==> config.mk <==
export PLATFORM = sky130hd
export DESIGN_NAME = axis_packet_snooper
export DESIGN_NICKNAME = d
export VERILOG_FILES = /design/src/rtl/snooper_pkg.sv /design/src/rtl/keep_popcount.sv /design/src/rtl/axis_packet_snooper.sv
export SDC_FILE = /design/constraint.sdc
export NUM_CORES = 1
export LEC_CHECK = 0
export CORE_MARGIN = 8
export CORE_UTILIZATION = 52
export DETAILED_ROUTE_END_ITERATION = 8
export PLACE_DENSITY_LB_ADDON = 0.15
export SETUP_SLACK_MARGIN = 0.02
export SYNTH_ARGS = -nofsm -noshare
export SYNTH_HDL_FRONTEND = slang
export SYNTH_SLANG_ARGS = --single-unit
==> constraint.sdc <==
create_clock -name clk -period 4.12 [get_ports clk]
set_input_delay 1.03 -clock clk [delete_from_list [all_inputs] [get_ports clk]]
set_output_delay 1.03 -clock clk [all_outputs]
set_load 0.02 [all_outputs]
==> src/rtl/snooper_pkg.sv <==
// snooper_pkg
//   Shared definitions for the AXI-Stream packet snooper:
//   - state_e        : capture FSM states
//   - byte_len_width : width of the reported byte length for a given
//                      buffer address width and bytes-per-flit
//   - sat_inc        : saturating increment, used for the drop counter
package snooper_pkg;

  typedef enum logic [1:0] {
    IDLE     = 2'd0,
    CAPTURE  = 2'd1,
    OVERFLOW = 2'd2,
    DROP     = 2'd3
  } state_e;

  // Wide enough for MAX_FLITS*BYTES, where MAX_FLITS <= 2**addr_w.
  function automatic int byte_len_width(input int addr_w, input int bytes);
    return addr_w + $clog2(bytes) + 1;
  endfunction

  // Increment that sticks at max. Callers zero-extend narrower counters
  // (up to 32 bits) into this function and truncate the result back.
  function automatic logic [31:0] sat_inc(input logic [31:0] val,
                                          input logic [31:0] max);
    return (val >= max) ? val : val + 32'd1;
  endfunction

endpackage

==> src/rtl/keep_popcount.sv <==
// keep_popcount
//   Combinational count of set bits in an AXI-Stream tkeep vector.
//   Ports:
//     keep  in  BYTES            byte enables
//     count out $clog2(BYTES)+1  number of set bits
module keep_popcount #(
  parameter int BYTES = 4,
  localparam int CNT_W = $clog2(BYTES) + 1
) (
  input  logic [BYTES-1:0] keep,
  output logic [CNT_W-1:0] count
);

  // Sum of the individual keep bits.
  always_comb begin
    count = {CNT_W{1'b0}};
    for (int i = 0; i < BYTES; i++) begin
      count = count + CNT_W'(keep[i]);
    end
  end

endmodule

==> src/rtl/axis_packet_snooper.sv <==
// axis_packet_snooper
//   Passive AXI-Stream tap that copies each observed packet into a
//   single-packet buffer, reports its byte length and truncation on a
//   one-cycle done pulse, and counts packets dropped because no buffer
//   was free at the first beat.
//   Ports:
//     clk, rst_n                        clock, async active-low reset
//     snoop_tdata/tkeep/tvalid/tready/tlast  observed stream (input only)
//     mem_ready                         a free packet buffer exists
//     wr_addr, wr_data, wr_en           packet-memory write port
//     done, byte_len, truncated         packet completion report
//     drop_count                        saturating dropped-packet count
module axis_packet_snooper
  import snooper_pkg::*;
#(
  parameter int DATA_WIDTH     = 32,
  parameter int ADDR_WIDTH     = 10,
  parameter int MAX_FLITS      = 1024,
  parameter int DROP_CNT_WIDTH = 16,
  localparam int BYTES = DATA_WIDTH / 8,
  localparam int LEN_W = byte_len_width(ADDR_WIDTH, BYTES)
) (
  input  logic                      clk,
  input  logic                      rst_n,
  input  logic [DATA_WIDTH-1:0]     snoop_tdata,
  input  logic [BYTES-1:0]          snoop_tkeep,
  input  logic                      snoop_tvalid,
  input  logic                      snoop_tready,
  input  logic                      snoop_tlast,
  input  logic                      mem_ready,
  output logic [ADDR_WIDTH-1:0]     wr_addr,
  output logic [DATA_WIDTH-1:0]     wr_data,
  output logic                      wr_en,
  output logic                      done,
  output logic [LEN_W-1:0]          byte_len,
  output logic                      truncated,
  output logic [DROP_CNT_WIDTH-1:0] drop_count
);

  localparam int CNT_W = ADDR_WIDTH + 1;
  localparam int POP_W = $clog2(BYTES) + 1;
  localparam logic [CNT_W-1:0] LAST_IDX  = CNT_W'(MAX_FLITS - 1);
  localparam logic [LEN_W-1:0] TRUNC_LEN = LEN_W'(MAX_FLITS * BYTES);
  localparam logic [31:0]      DROP_MAX  = 32'((64'd1 << DROP_CNT_WIDTH) - 64'd1);

  state_e                    state_q, state_d;
  logic [CNT_W-1:0]          cnt_q, cnt_d;
  logic [ADDR_WIDTH-1:0]     wr_addr_q, wr_addr_d;
  logic [DATA_WIDTH-1:0]     wr_data_q, wr_data_d;
  logic                      wr_en_q, wr_en_d;
  logic                      done_q, done_d;
  logic [LEN_W-1:0]          byte_len_q, byte_len_d;
  logic                      truncated_q, truncated_d;
  logic [DROP_CNT_WIDTH-1:0] drop_q, drop_d;

  logic [POP_W-1:0] pop_s;
  logic             beat_s;
  logic             capture_beat_s;
  logic [CNT_W-1:0] cur_idx_s;

  keep_popcount #(.BYTES(BYTES)) u_keep_popcount (
    .keep  (snoop_tkeep),
    .count (pop_s)
  );

  // Next-state, address counter and output-register values.
  always_comb begin
    state_d     = state_q;
    cnt_d       = cnt_q;
    wr_addr_d   = wr_addr_q;
    wr_data_d   = wr_data_q;
    wr_en_d     = 1'b0;
    done_d      = 1'b0;
    byte_len_d  = byte_len_q;
    truncated_d = 1'b0;
    drop_d      = drop_q;

    beat_s = snoop_tvalid && snoop_tready;
    // mem_ready only matters on the first beat; once in CAPTURE the
    // packet is committed and written in full.
    capture_beat_s = beat_s &&
                     (((state_q == IDLE) && mem_ready) || (state_q == CAPTURE));
    // A first beat always lands at word 0.
    cur_idx_s = (state_q == IDLE) ? {CNT_W{1'b0}} : cnt_q;

    if (capture_beat_s) begin
      wr_en_d   = 1'b1;
      wr_addr_d = cur_idx_s[ADDR_WIDTH-1:0];
      wr_data_d = snoop_tdata;
      if (snoop_tlast) begin
        done_d     = 1'b1;
        byte_len_d = LEN_W'(cur_idx_s) * LEN_W'(BYTES) + LEN_W'(pop_s);
        state_d    = IDLE;
        cnt_d      = {CNT_W{1'b0}};
      end else if (cur_idx_s == LAST_IDX) begin
        // Buffer full and more flits to come.
        state_d = OVERFLOW;
        cnt_d   = {CNT_W{1'b0}};
      end else begin
        state_d = CAPTURE;
        cnt_d   = cur_idx_s + CNT_W'(1);
      end
    end else if (beat_s) begin
      case (state_q)
        IDLE: begin
          // First beat with no free buffer.
          if (snoop_tlast) begin
            drop_d = DROP_CNT_WIDTH'(sat_inc(32'(drop_q), DROP_MAX));
          end else begin
            state_d = DROP;
          end
        end
        OVERFLOW: begin
          if (snoop_tlast) begin
            done_d      = 1'b1;
            truncated_d = 1'b1;
            byte_len_d  = TRUNC_LEN;
            state_d     = IDLE;
          end else begin
            state_d = OVERFLOW;
          end
        end
        DROP: begin
          if (snoop_tlast) begin
            drop_d  = DROP_CNT_WIDTH'(sat_inc(32'(drop_q), DROP_MAX));
            state_d = IDLE;
          end else begin
            state_d = DROP;
          end
        end
        CAPTURE: begin
          state_d = CAPTURE;
        end
        default: begin
          state_d = IDLE;
        end
      endcase
    end else begin
      state_d = state_q;
    end
  end

  // State, counter and registered outputs.
  always_ff @(posedge clk or negedge rst_n) begin
    if (!rst_n) begin
      state_q     <= IDLE;
      cnt_q       <= {CNT_W{1'b0}};
      wr_addr_q   <= {ADDR_WIDTH{1'b0}};
      wr_data_q   <= {DATA_WIDTH{1'b0}};
      wr_en_q     <= 1'b0;
      done_q      <= 1'b0;
      byte_len_q  <= {LEN_W{1'b0}};
      truncated_q <= 1'b0;
      drop_q      <= {DROP_CNT_WIDTH{1'b0}};
    end else begin
      state_q     <= state_d;
      cnt_q       <= cnt_d;
      wr_addr_q   <= wr_addr_d;
      wr_data_q   <= wr_data_d;
      wr_en_q     <= wr_en_d;
      done_q      <= done_d;
      byte_len_q  <= byte_len_d;
      truncated_q <= truncated_d;
      drop_q      <= drop_d;
    end
  end

  assign wr_addr    = wr_addr_q;
  assign wr_data    = wr_data_q;
  assign wr_en      = wr_en_q;
  assign done       = done_q;
  assign byte_len   = byte_len_q;
  assign truncated  = truncated_q;
  assign drop_count = drop_q;

endmodule

==> results.yml, run 1 <==
placement:
  numPortBuffers: 115
  place.gp.congestion: 0.814
  placed_cell_area_sq_um: 5300
  hpwl_um: 7260
  dp_slack_ns: 0.696
finish:
  num-nets-final: 578
  syn2layout_area_growth_pct: 34.9
  multiInputGateArea_sq_um: 1760
  diodes: 0
  fillers: 570
  layout-drive-gt1-share_pct: 7.74
  regArea_sq_um: 2180
  final_area_sq_um: 5500
worst_setup_path:
  worst_ep_arrival_time_ns: 3.27
  crit_path_end_kind: "flip-flop"
  rr_startpoint: "state_q[1]$_DFFE_PN0P_"
  critPathLaunchType: "input pin"
  rr_worst_depth: 9
  path_max_fanout: 4
  cp-startpoint: "snoop_tkeep[0]"
  timing.rr.end: "cnt_q[9]$_DFFE_PN0P_"
  crit_end: "byte_len[12]$_DFFE_PN0P_"
  crit_required_ns: 4.32
  ff2ff_setup_slack_ns: 1.25
  crit_type: "in -> reg"
sta:
  setup_viol: 0
  fin_ws_ns: 1.05
  period_needed_ns: 3.07
  fin_worst_skew_ns: 0.0117
  timing.hold.ws_ns: 0.478
  max_clock_freq_mhz: 326
  report.final.hold_viol_count: 0
  rsz0062_at_grt: "false"
  report.final.slew_viol_count: 0
  fin_tns_setup_ns: 0
  worstMarginPinSlew_ns: 0.745
  period_share_pct: 74.4
  slew_headroom_pct: 49.7
synthesis:
  synthTopCellsByArea: "dfrtp_1 (53%), nand2_1 (12%), xnor2_1 (3.9%)"
  yosysTopAreaCell: "dfrtp_1"
  synth_cells: 412
  yosysMostFrequentCell: "nand2_1"
  seq_area_frac_synth_pct: 53.4
  netlist_top_cells_count: "nand2_1 (127), dfrtp_1 (87), o21ai_0 (28), xnor2_1 (18), nand3_1 (13)"
  syn-cell-area_sq_um: 4080
  synthArstFlopShare_pct: 100
  ys_ff_latch: 87
  synth.distinct_cells: 54
  yosys.area.top_type_share_pct: 53.4
  ys.flop_type: "dfrtp_1"
  ys_warn_count: 0
  syn_nets: 465
  synth_edf_count: 0
  avgSynthCellArea_sq_um: 9.89
die:
  coreArea_sq_um: 7650
  fp.dieW_um: 105
  io_pins: 116
  start_util_pct: 53.3
  die_y_um: 105
  die-area_sq_um: 10900
  fp-row-count: 32
worst_hold_path:
  hp-class: "reg -> reg"
detailed_routing:
  drt-initial-drc-count: 165
  viasPerCell: 5.23
  drc: 0
  drt_wl_total_um: 9810
  vias: 3305
  antenna_left: 0
  wl_per_cell_um: 15.5
  first_pass_iters: 4
power:
  total_power_mw: 3.02
  peakVddDrop_uv: 346
  power.density_nw_per_um2: 548
  leakage_nw: 2.56
clock_network:
  postCtsHoldBufs: 0
  cts.path.max_buffers: 2
  cts_max_level: 3
  numClockSinks: 87
  clk_pin_slew_worst_paths_ns: 0.09
  cts_root_buf: "clkbuf_8"
  post_cts_resized: 0
  postCtsSetupBuffers: 0
  cts_tree: "yes"
  cts_buffers: 9
  worstSkewPairLatency_ns: 0.35
global_route:
  grt_pass1_vias: 3315
  track_usage_pct: 18.3
  antenna_found_initial: 0
  grt_pass1_wl_um: 16500
  grt_overflow_total: 0
  grt_max_degree: 55
run_status:
  status: "complete, no violations"
run:
  cap_violations: 0
## through the flow
stage	utilization [%]	cells
after global routing	71.9	632
after detailed placement	69.3	616
after CTS	71.9	632
after floorplan	-	412
final	71.9	632
after global placement	69.3	616
## final cells by class
class	instances	area share, %
Multi-Input combinational cell	294	32.0
Tap cell	102	2.32
Clock inverter	5	1.02
Clock buffer	11	2.57
Inverter	12	0.819
Sequential cell	87	39.6
Timing Repair Buffer	121	21.7
## routing by layer
layer	vias to the layer above	track usage (%)	share of wire (%)
li1	1612	-	-
met1	1601	21.1	41
met2	80	31.4	51
met3	12	5.47	6.6
met4	0	6.62	1.4
met5	-	0	0
## where the power goes
group          switching, mW  internal, mW
Clock                  0.295         0.297
Combinational          0.640         0.561
Sequential             0.147          1.08
## cell families after synthesis
family | count (synthesis) | synth area share, %
xor+xnor | 25 | 5.37
simple gates | 197 | 23.1
fa+ha+maj | 11 | 3.56
compound gates | 57 | 9.91
buf+inv | 31 | 3.47
mux | 4 | 1.17
flops | 87 | 53.4
## flip-flops by register name, summed over array words and instances, names as in the netlist, 2 cells and up
name	flops
wr_data	32
drop_count	16
byte_len	13
cnt_q	11
wr_addr	10
state_q	2
## cells in the final DEF, fill, tap and decap left out, types with 2 or more instances in the layout
cell type,count
a22o_1,6
inv_1,12
clkinv_2,2
ha_1,10
xnor2_1,18
nand2b_1,6
o31ai_1,3
clkdlybuf4s50_1,114
nand4b_1,2
a21oi_1,4
and3_1,7
clkbuf_8,10
xor2_1,7
nand4_4,2
nand2_1,127
o311ai_0,2
dfrtp_1,87
a31oi_1,4
nor2_1,11
nand3_1,13
or2_1,2
and3_2,3
o21ai_0,28
or3_1,2
mux2_2,2
nand4_1,7
buf_4,7
nor2b_1,3
## how the worst min path moves through the flow
stage	endpoint	cells past startpoint	start
after global placement	wr_data[3]$_DFFE_PN0P_	2	wr_data[3]$_DFFE_PN0P_
after CTS	wr_data[7]$_DFFE_PN0P_	2	wr_data[7]$_DFFE_PN0P_
after global routing	wr_data[5]$_DFFE_PN0P_	2	wr_data[5]$_DFFE_PN0P_
after floorplan	cnt_q[9]$_DFFE_PN0P_	1	cnt_q[9]$_DFFE_PN0P_
final	wr_data[19]$_DFFE_PN0P_	2	wr_data[19]$_DFFE_PN0P_
after detailed placement	wr_data[7]$_DFFE_PN0P_	2	wr_data[7]$_DFFE_PN0P_
## worst max-delay path: stages
cell	delay (ns)
clkdlybuf4s50_1	0.41
ha_1	0.28
inv_1	0.05
fa_1	0.35
inv_1	0.06
ha_1	0.15
ha_1	0.18
ha_1	0.19
nand3_1	0.17
nor2_1	0.19
xnor2_1	0.13
a21oi_1	0.08
No activity file was read; power rests on OpenSTA's default activity.
==> run 2: changes to the inputs <==
- CORE_UTILIZATION: 52 -> 48
- clock period: 4.12 -> 2.9 ns (I/O delays scaled with it)
==> run 2 against run 1 <==
  * Worst hold slack lost 0.18 ns
  * Non-clock buffer count grew 9
  * Design area grew 2.5%
  * Global-route usage shrank 0.65 points
  * Register-to-register slack lost 0.78 ns
  * Sequential share of layout area shrank 0.98 points
  * Via count grew 0.45%
  * Largest power group is now combinational cells
==> results.yml, run 2 (same netlist as run 1, synthesis figures left out) <==
placement:
  hpwl_um: 7490
  numPortBuffers: 115
  place.gp.congestion: 0.843
  placed_cell_area_sq_um: 5390
sta:
  period_share_pct: 92.7
  setup_viol: 0
  slew_headroom_pct: 71.7
  report.final.hold_viol_count: 0
  period_needed_ns: 2.69
  fin_worst_skew_ns: 0.0114
  report.final.slew_viol_count: 0
  worstMarginPinSlew_ns: 0.424
  rsz0062_at_grt: "false"
  max_clock_freq_mhz: 372
finish:
  num-nets-final: 587
  fillers: 673
  diodes: 0
  mostFrequentLayoutCells: "nand2_1 (127), clkdlybuf4s50_1 (114), dfrtp_1 (87), o21ai_0 (28), xnor2_1 (18)"
  layout-drive-gt1-share_pct: 9.85
  largest_register_ff_count: 32
  syn2layout_area_growth_pct: 38.3
  final_common_cell: "nand2_1"
  final_area_sq_um: 5640
global_route:
  grt_overflow_total: 0
  grt_max_degree: 58
  grt_pass1_vias: 3332
  grt_pass1_wl_um: 16600
  antenna_found_initial: 0
  track_usage_pct: 17.6
clock_network:
  worstSkewPairLatency_ns: 0.35
  cts_buffers: 9
  cts_max_level: 3
  clk_pin_slew_worst_paths_ns: 0.09
  post_cts_resized: 0
  cts_root_buf: "clkbuf_8"
  postCtsSetupBuffers: 0
  postCtsHoldBufs: 0
  numClockSinks: 87
  cts_tree: "yes"
  cts.path.max_buffers: 2
worst_setup_path:
  rr_worst_depth: 9
  critPathLaunchType: "input pin"
  rr_startpoint: "state_q[1]$_DFFE_PN0P_"
  path_max_fanout: 4
  crit_end: "byte_len[12]$_DFFE_PN0P_"
  worst_ep_arrival_time_ns: 2.93
  ff2ff_setup_slack_ns: 0.47
  timing.rr.end: "cnt_q[9]$_DFFE_PN0P_"
  cp-startpoint: "snoop_tkeep[0]"
  crit_required_ns: 3.14
  crit_type: "in -> reg"
  crit_path_end_kind: "flip-flop"
power:
  power.density_nw_per_um2: 801
  p_sw_mw: 1.56
  combPwrFrac_pct: 38.7
  leakage_nw: 2.62
  p_sw_share_pct: 34.6
  power_frac_clock_pct: 22.7
  sequentialPowerShare_pct: 38.6
  total_power_mw: 4.52
  p_int_mw: 2.95
  peakVddDrop_uv: 556
detailed_routing:
  drt-initial-drc-count: 167
  drc: 0
  drt_wl_total_um: 10200
  vias: 3320
  antenna_left: 0
  viasPerCell: 5.16
  wl_per_cell_um: 15.8
  first_pass_iters: 4
run_status:
  status: "complete, no violations"
die:
  start_util_pct: 49.6
  die-area_sq_um: 11700
  io_pins: 116
  fp.dieW_um: 108
  fp-row-count: 33
  die_y_um: 108
  coreArea_sq_um: 8220
run:
  cap_violations: 0
worst_hold_path:
  hp-class: "in -> async"
==> run 2: how the worst min path moves through the flow <==
stage	endpoint	slack (ns)	cells after the start
final	byte_len[8]$_DFFE_PN0P_	0.29	1
after CTS	wr_addr[9]$_DFFE_PN0P_	0.31	1
after global routing	wr_addr[9]$_DFFE_PN0P_	0.31	1
after detailed placement	wr_data[12]$_DFFE_PN0P_	0.46	2
after floorplan	byte_len[0]$_DFFE_PN0P_	0.43	0
after global placement	wr_data[3]$_DFFE_PN0P_	0.46	2
==> run 2: power groups by stage <==
| stage | registers, mW | clock network (mW) | logic (mW) |
|---|---|---|---|
| finish | 1.74 | 1.02 | 1.75 |
| global route | 1.79 | 1.08 | 1.90 |
| CTS | 1.74 | 1.04 | 1.78 |
| detailed placement | 1.76 | 0 | 1.77 |
| global placement | 1.75 | 0 | 1.74 |
| floorplan | 2.10 | 0 | 0.547 |
==> run 2: cell type report <==
| cell class | count | area (sq um) | area share (%) |
|---|---|---|---|
| timing repair buffer | 130 | 1270 | 22.6 |
| multi-input combinational | 294 | 1770 | 31.4 |
| tap | 105 | 131 | 2.33 |
| inverter | 12 | 45.0 | 0.799 |
| clock inverter | 5 | 106 | 1.89 |
| sequential | 87 | 2180 | 38.6 |
| clock buffer | 10 | 138 | 2.44 |
==> run 2: critical path, cell delays in order <==
cell and delay (ns):
clkdlybuf4s50_1 0.42, ha_1 0.29, inv_1 0.05, fa_1 0.35, inv_1 0.06, ha_1 0.14, ha_1 0.17, ha_1 0.19
nand3_2 0.15, nor2_2 0.17, xnor2_1 0.13, a21oi_1 0.09
==> run 2: routing by layer <==
layer	GRT usage, %	part of all wire [%]
met5	0	0
met3	4.40	6.1
met2	30.1	52
met1	20.8	41
met4	6.64	1.2
==> run 2: metrics by stage <==
step	setup slack [ns]	util, %	TNS, ns	instances	hold slack, ns
detailed placement	-0.180	65.5	-0.878	628	0.461
floorplan	0.398	-	0	412	0.429
finish	0.213	68.6	0	643	0.294
CTS	0.164	68.5	0	643	0.306
global route	0.0573	68.6	0	643	0.315
global placement	-0.0819	65.5	-0.286	628	0.457
==> RTL edit 1: new RTL, flow settings as in run 2 <==
The parameter `DROP_CNT_WIDTH` goes from 16 to 15.
--- a/src/rtl/axis_packet_snooper.sv
+++ b/src/rtl/axis_packet_snooper.sv
@@ -17,5 +17,5 @@
   parameter int ADDR_WIDTH     = 10,
   parameter int MAX_FLITS      = 1024,
-  parameter int DROP_CNT_WIDTH = 16,
+  parameter int DROP_CNT_WIDTH = 15,
   localparam int BYTES = DATA_WIDTH / 8,
   localparam int LEN_W = byte_len_width(ADDR_WIDTH, BYTES)
Ports: changed (resized drop_count); port bits go from 116 to 115. No check against the original RTL was run, so the function may have changed too.
==> RTL edit 1 against run 2 <==
- global-route usage grew 0.39 points
- area after synthesis shrank 0.95%
- wire length grew 2.4%
- die area shrank 0.81%
- critical path depth is the same
- synthesized cell count grew 0.24%
- non-clock buffer count shrank 2
- final area shrank 0.75%
- power shrank 1.7%
- critical path type unchanged
- highest routed layer unchanged
- sequential cell count shrank 1
- largest cell class unchanged
- count of clock-buffer cells in the layout grew 1
- setup slack lost 140 ps
==> RTL edit 1: results (changes against run 2) <==
GRT
  – Gr usage total: 0.180 (+0.00386)
  – Largest net degree at the start of global routing: 47 (-19%)
  – First-pass GRT wire length: 16700 um (+0.71%)

Yosys
  – Yosys cell types: 52 (-3.7%)
  – Mux cell area share after synthesis: 0.0136 (+0.00197)
  – Synth Net Count: 466 (+0.22%)
  – Synth Area in XOR/XNOR: 0.0456 (-0.00816)
  – Top cells by area, synth: dfrtp_1 53%, nand2_1 11%, xor2_1 3.3%
  – Post-synthesis sequential area ratio: 0.533 (-0.00107)
  – Complex-gate fraction of the synthesized area: 0.0920 (-0.00710)
  – #FFs+latches synth: 86 (-1.1%)
  – Synth top cells by count: 123 x nand2_1, 86 x dfrtp_1, 20 x o21ai_0
  – Synthesis Warnings: 0 (unchanged)
  – Post-Synth Adder-Cell Area: 0.0359 (+0.000342)

Finish
  – Max reg flops: 32 (unchanged)
  – Clock buf count: 11 (+1)
  – Buffers, non-clock: 128 (-1.5%)
  – Share of cells above drive strength 1: 0.100 (+0.00167)
  – Clock-cell share: 0.0358 (-0.00750)
  – Filler instances: 669 (-0.59%)
  – Inverters: 11 (-1)
  – Register area: 2150 um^2 (-1.1%)
  – Signal buffers share of area: 0.224 (-0.00141)
  – Comb_multi_in: 298 (+1.4%)
  – Area of the multi-input gates: 1820 um^2 (+2.7%)

Pwr
  – Sequential share of power: 0.400 (+0.014)
  – Leakage: 2.52 nW (-4.1%)
  – Maximum VDD drop: 443 uV (-20%)
  – Net Switching: 1.64 mW (+4.6%)
  – Combinational Power Share: 0.409 (+0.022)

Place
  – Number of port buffers: 114 (-0.87%)
  – Placer congestion estimate: 0.819 (-2.9%)
  – HPWL Detailed: 7610 um (+1.6%)
  – Placed inst area: 5350 um^2 (-0.74%)

Detailed routing
  – Vias: 3374 (+1.6%)
  – Final wirelength: 10400 um (+2.4%)
  – 1st-iter DRT viols: 194 (+16%)

Timing
  – Worst-Margin Slew: 598 ps (+174 ps)
  – Min Hold Slack: 363 ps (+69.3 ps)
  – Post-Route Skew: 9.52 ps (-1.90 ps)

Setup path
  – R2r worst-path depth: 8 (-1)
  – R2R Setup Slk: 350 ps (-120 ps)
  – RR Endpoint: state_q[0]
  – Critical R2R Launch: state_q[1]
  – Critical path arrival: 3040 ps (+110 ps)
  – Slowest-stage cell, CP: clkdlybuf4s50_1

Clock network
  – Clock buffer depth: 2 (unchanged)
  – Clk slew on worst S/H paths: roughly 80 ps
  – PostCTS Resize Cnt: 3 (+3)

Run status
  – Status: finished, final reports clean
==> RTL edit 1: routing by layer <==
layer | routed length, um | vias up | part of all wire | GRT usage
li1 | - | 1640 | - | -
met1 | 4190 | 1632 | 0.40 | 0.207
met2 | 5390 | 82 | 0.52 | 0.305
met3 | 625 | 20 | 0.060 | 0.0515
met4 | 204 | 0 | 0.020 | 0.0783
met5 | 0 | - | 0 | 0
==> RTL edit 1: metrics by stage <==
| step | cells | setup slack [ps] | setup TNS (ps) | util |
|---|---|---|---|---|
| finish | 644 | 72.4 | 0 | 0.685 |
| global route | 644 | -45.1 | -58.5 | 0.685 |
| CTS | 644 | 40.4 | 0 | 0.681 |
| detailed placement | 628 | -359 | -1350 | 0.654 |
| global placement | 628 | -258 | -931 | 0.654 |
| floorplan | 413 | 226 | 0 | - |
==> RTL edit 2: new RTL, settings of run 2 <==
Made on the original files. Encoding of `state_e`: now one-hot (4 bits for 4 states).
--- a/src/rtl/snooper_pkg.sv
+++ b/src/rtl/snooper_pkg.sv
@@ -7,9 +7,9 @@
 package snooper_pkg;
 
-  typedef enum logic [1:0] {
-    IDLE     = 2'd0,
-    CAPTURE  = 2'd1,
-    OVERFLOW = 2'd2,
-    DROP     = 2'd3
+  typedef enum logic [3:0] {
+    IDLE     = 4'b0001,
+    CAPTURE  = 4'b0010,
+    OVERFLOW = 4'b0100,
+    DROP     = 4'b1000
   } state_e;
 
Behaviour: no difference found for any inputs over 4 cycles, from zero or initial values and one cycle with rst_n low; so few cycles prove little.
==> RTL edit 2 against run 2 <==
- setup slack lost 140 ps
- power grew 4.9%
- wire length up 3.9%
- final area increased by 2.5%
- synthesized cell count rose by 3.9%
- area after synthesis is 2.2% higher
- clock power shrank 9%
- sequential cell count rose by 2
- worst hold slack gained 79 ps
- register-to-register slack got worse by 330 ps
- sequential share of layout area fell by 0.057 points
- combinational power up 9%
- critical path type unchanged
- highest routed layer unchanged
==> RTL edit 2: results (changes against run 2) <==
Min path
  – Hold Crit Class: input pin to async pin

Detailed routing
  – Drt first pass iters: 4 (unchanged)
  – WL met3: 955 um (+53%)
  – Vias: 3515 (+5.9%)
  – Post-Route M1 WL: 4570 um (+9.7%)
  – Final wirelength: 10600 um (+3.9%)
  – DR WL met2: 4910 um (-6.3%)
  – DR WL/cell: 16.0 um (+1.2%)
  – 1st-iter DRT viols: 168 (+0.60%)

Timing
  – Worst-Margin Slew: 591 ps (+167 ps)
  – Post-Route Skew: 16.6 ps (+5.17 ps)

Yosys
  – Complex-gate fraction of the synthesized area: 0.121 (+0.0222)
  – Yosys cell types: 56 (+3.7%)
  – Synth Net Count: 477 (+2.6%)
  – Mux cell area share after synthesis: 0.0108 (-0.000853)
  – Synth Area in XOR/XNOR: 0.0483 (-0.00537)
  – FFs w/ async S/R, synth: 1.00 (unchanged)
  – Synth top cells by count: 129 x nand2_1, 88 x dfrtp_1, 19 x clkbuf_1
  – Syn avg cell area: 9.73 um^2 (-1.6%)
  – Post-synthesis sequential area ratio: 0.535 (+0.000765)
  – Top cells by area, synth: dfrtp_1 53%, nand2_1 12%, xor2_1 3.2%
  – Post-Synth Adder-Cell Area: 0.0228 (-0.0128)

GRT
  – Met1 GRT Util: 0.229 (+0.0209)
  – First-pass GRT wire length: 17500 um (+5.5%)
  – Number of global-route vias before repair: 3585 (+7.6%)
  – Met2 Use GR: 0.286 (-0.0153)
  – Met3 Resource Use GR: 0.0674 (+0.0234)
  – Largest net degree at the start of global routing: 46 (-21%)
  – Gr usage total: 0.181 (+0.00527)

Setup path
  – Critical path arrival: 3080 ps (+150 ps)
  – Slowest-stage cell, CP: or4_1
  – Crit-path max FO: 2 (-2)
  – Max stage delay on crit path: 480 ps (+60 ps)
  – CP delay by family, top: adder cells

Finish
  – Register area: 2230 um^2 (+2.4%)
  – Clock-cell share: 0.0374 (-0.00582)
  – Area of the multi-input gates: 1850 um^2 (+4.4%)
  – Seq cells: 89 (+2.3%)
  – Signal buffers share of area: 0.226 (about the same)
  – Max reg flops: 32 (unchanged)
  – Diode count: 0 (unchanged)
  – Share of cells above drive strength 1: 0.103 (+0.00475)
  – Inverters: 13 (+1)
  – # nets final: 597 (+1.7%)
  – Filler instances: 699 (+3.9%)
  – Buffers, non-clock: 134 (+3.1%)
  – Comb_multi_in: 301 (+2.4%)

Pwr
  – Maximum VDD drop: 477 uV (-14%)
  – Leakage: 2.61 nW (-0.58%)

Clock network
  – Total CTS buffers: 9 (unchanged)
  – Worst-Skew Late Latency: 340 ps
  – PostCTS Resize Cnt: 2 (+2)
  – Clock buffer depth: 2 (unchanged)
  – Clk slew on worst S/H paths: 90 ps (about the same)
  – Post-CTS Setup Inserts: 0 (unchanged)

Run status
  – Status: finished, final reports clean

Place
  – HPWL Detailed: 7780 um (+3.9%)
  – Placed Cells: 645 (+2.7%)
  – Placer congestion estimate: 0.820 (-2.7%)

Job
  – MaxCap Viol Count: 0 (unchanged)
RTL edit 2: through the flow:
step | instance area (um^2) | power [mW] | setup slack [ps]
floorplan | 4170 | 2.83 | 55.3
global placement | 5510 | 3.77 | -282
detailed placement | 5510 | 3.82 | -403
CTS | 5730 | 4.77 | 25.3
global route | 5780 | 5.03 | 14.8
finish | 5780 | 4.74 | 77.5
RTL edit 2: where the power goes:
group	total (mW)	internal, mW	switching [mW]
clock network	0.929	0.505	0.424
registers	1.91	1.61	0.294
logic	1.90	0.895	1.01
RTL edit 2: final timing paths:
kind,cells after the start,to,slack [ps],start
worst min-delay path,1,truncated,370,rst_n
worst min register to register,2,wr_addr[8],480,wr_addr[8]
worst max register to register,7,cnt_q[6],140,state_q[0]
worst max-delay path,11,byte_len[12],80,snoop_tkeep[0]
min in group clk,2,wr_addr[8],480,wr_addr[8]
max in group asynchronous,2,wr_data[2],1860,rst_n
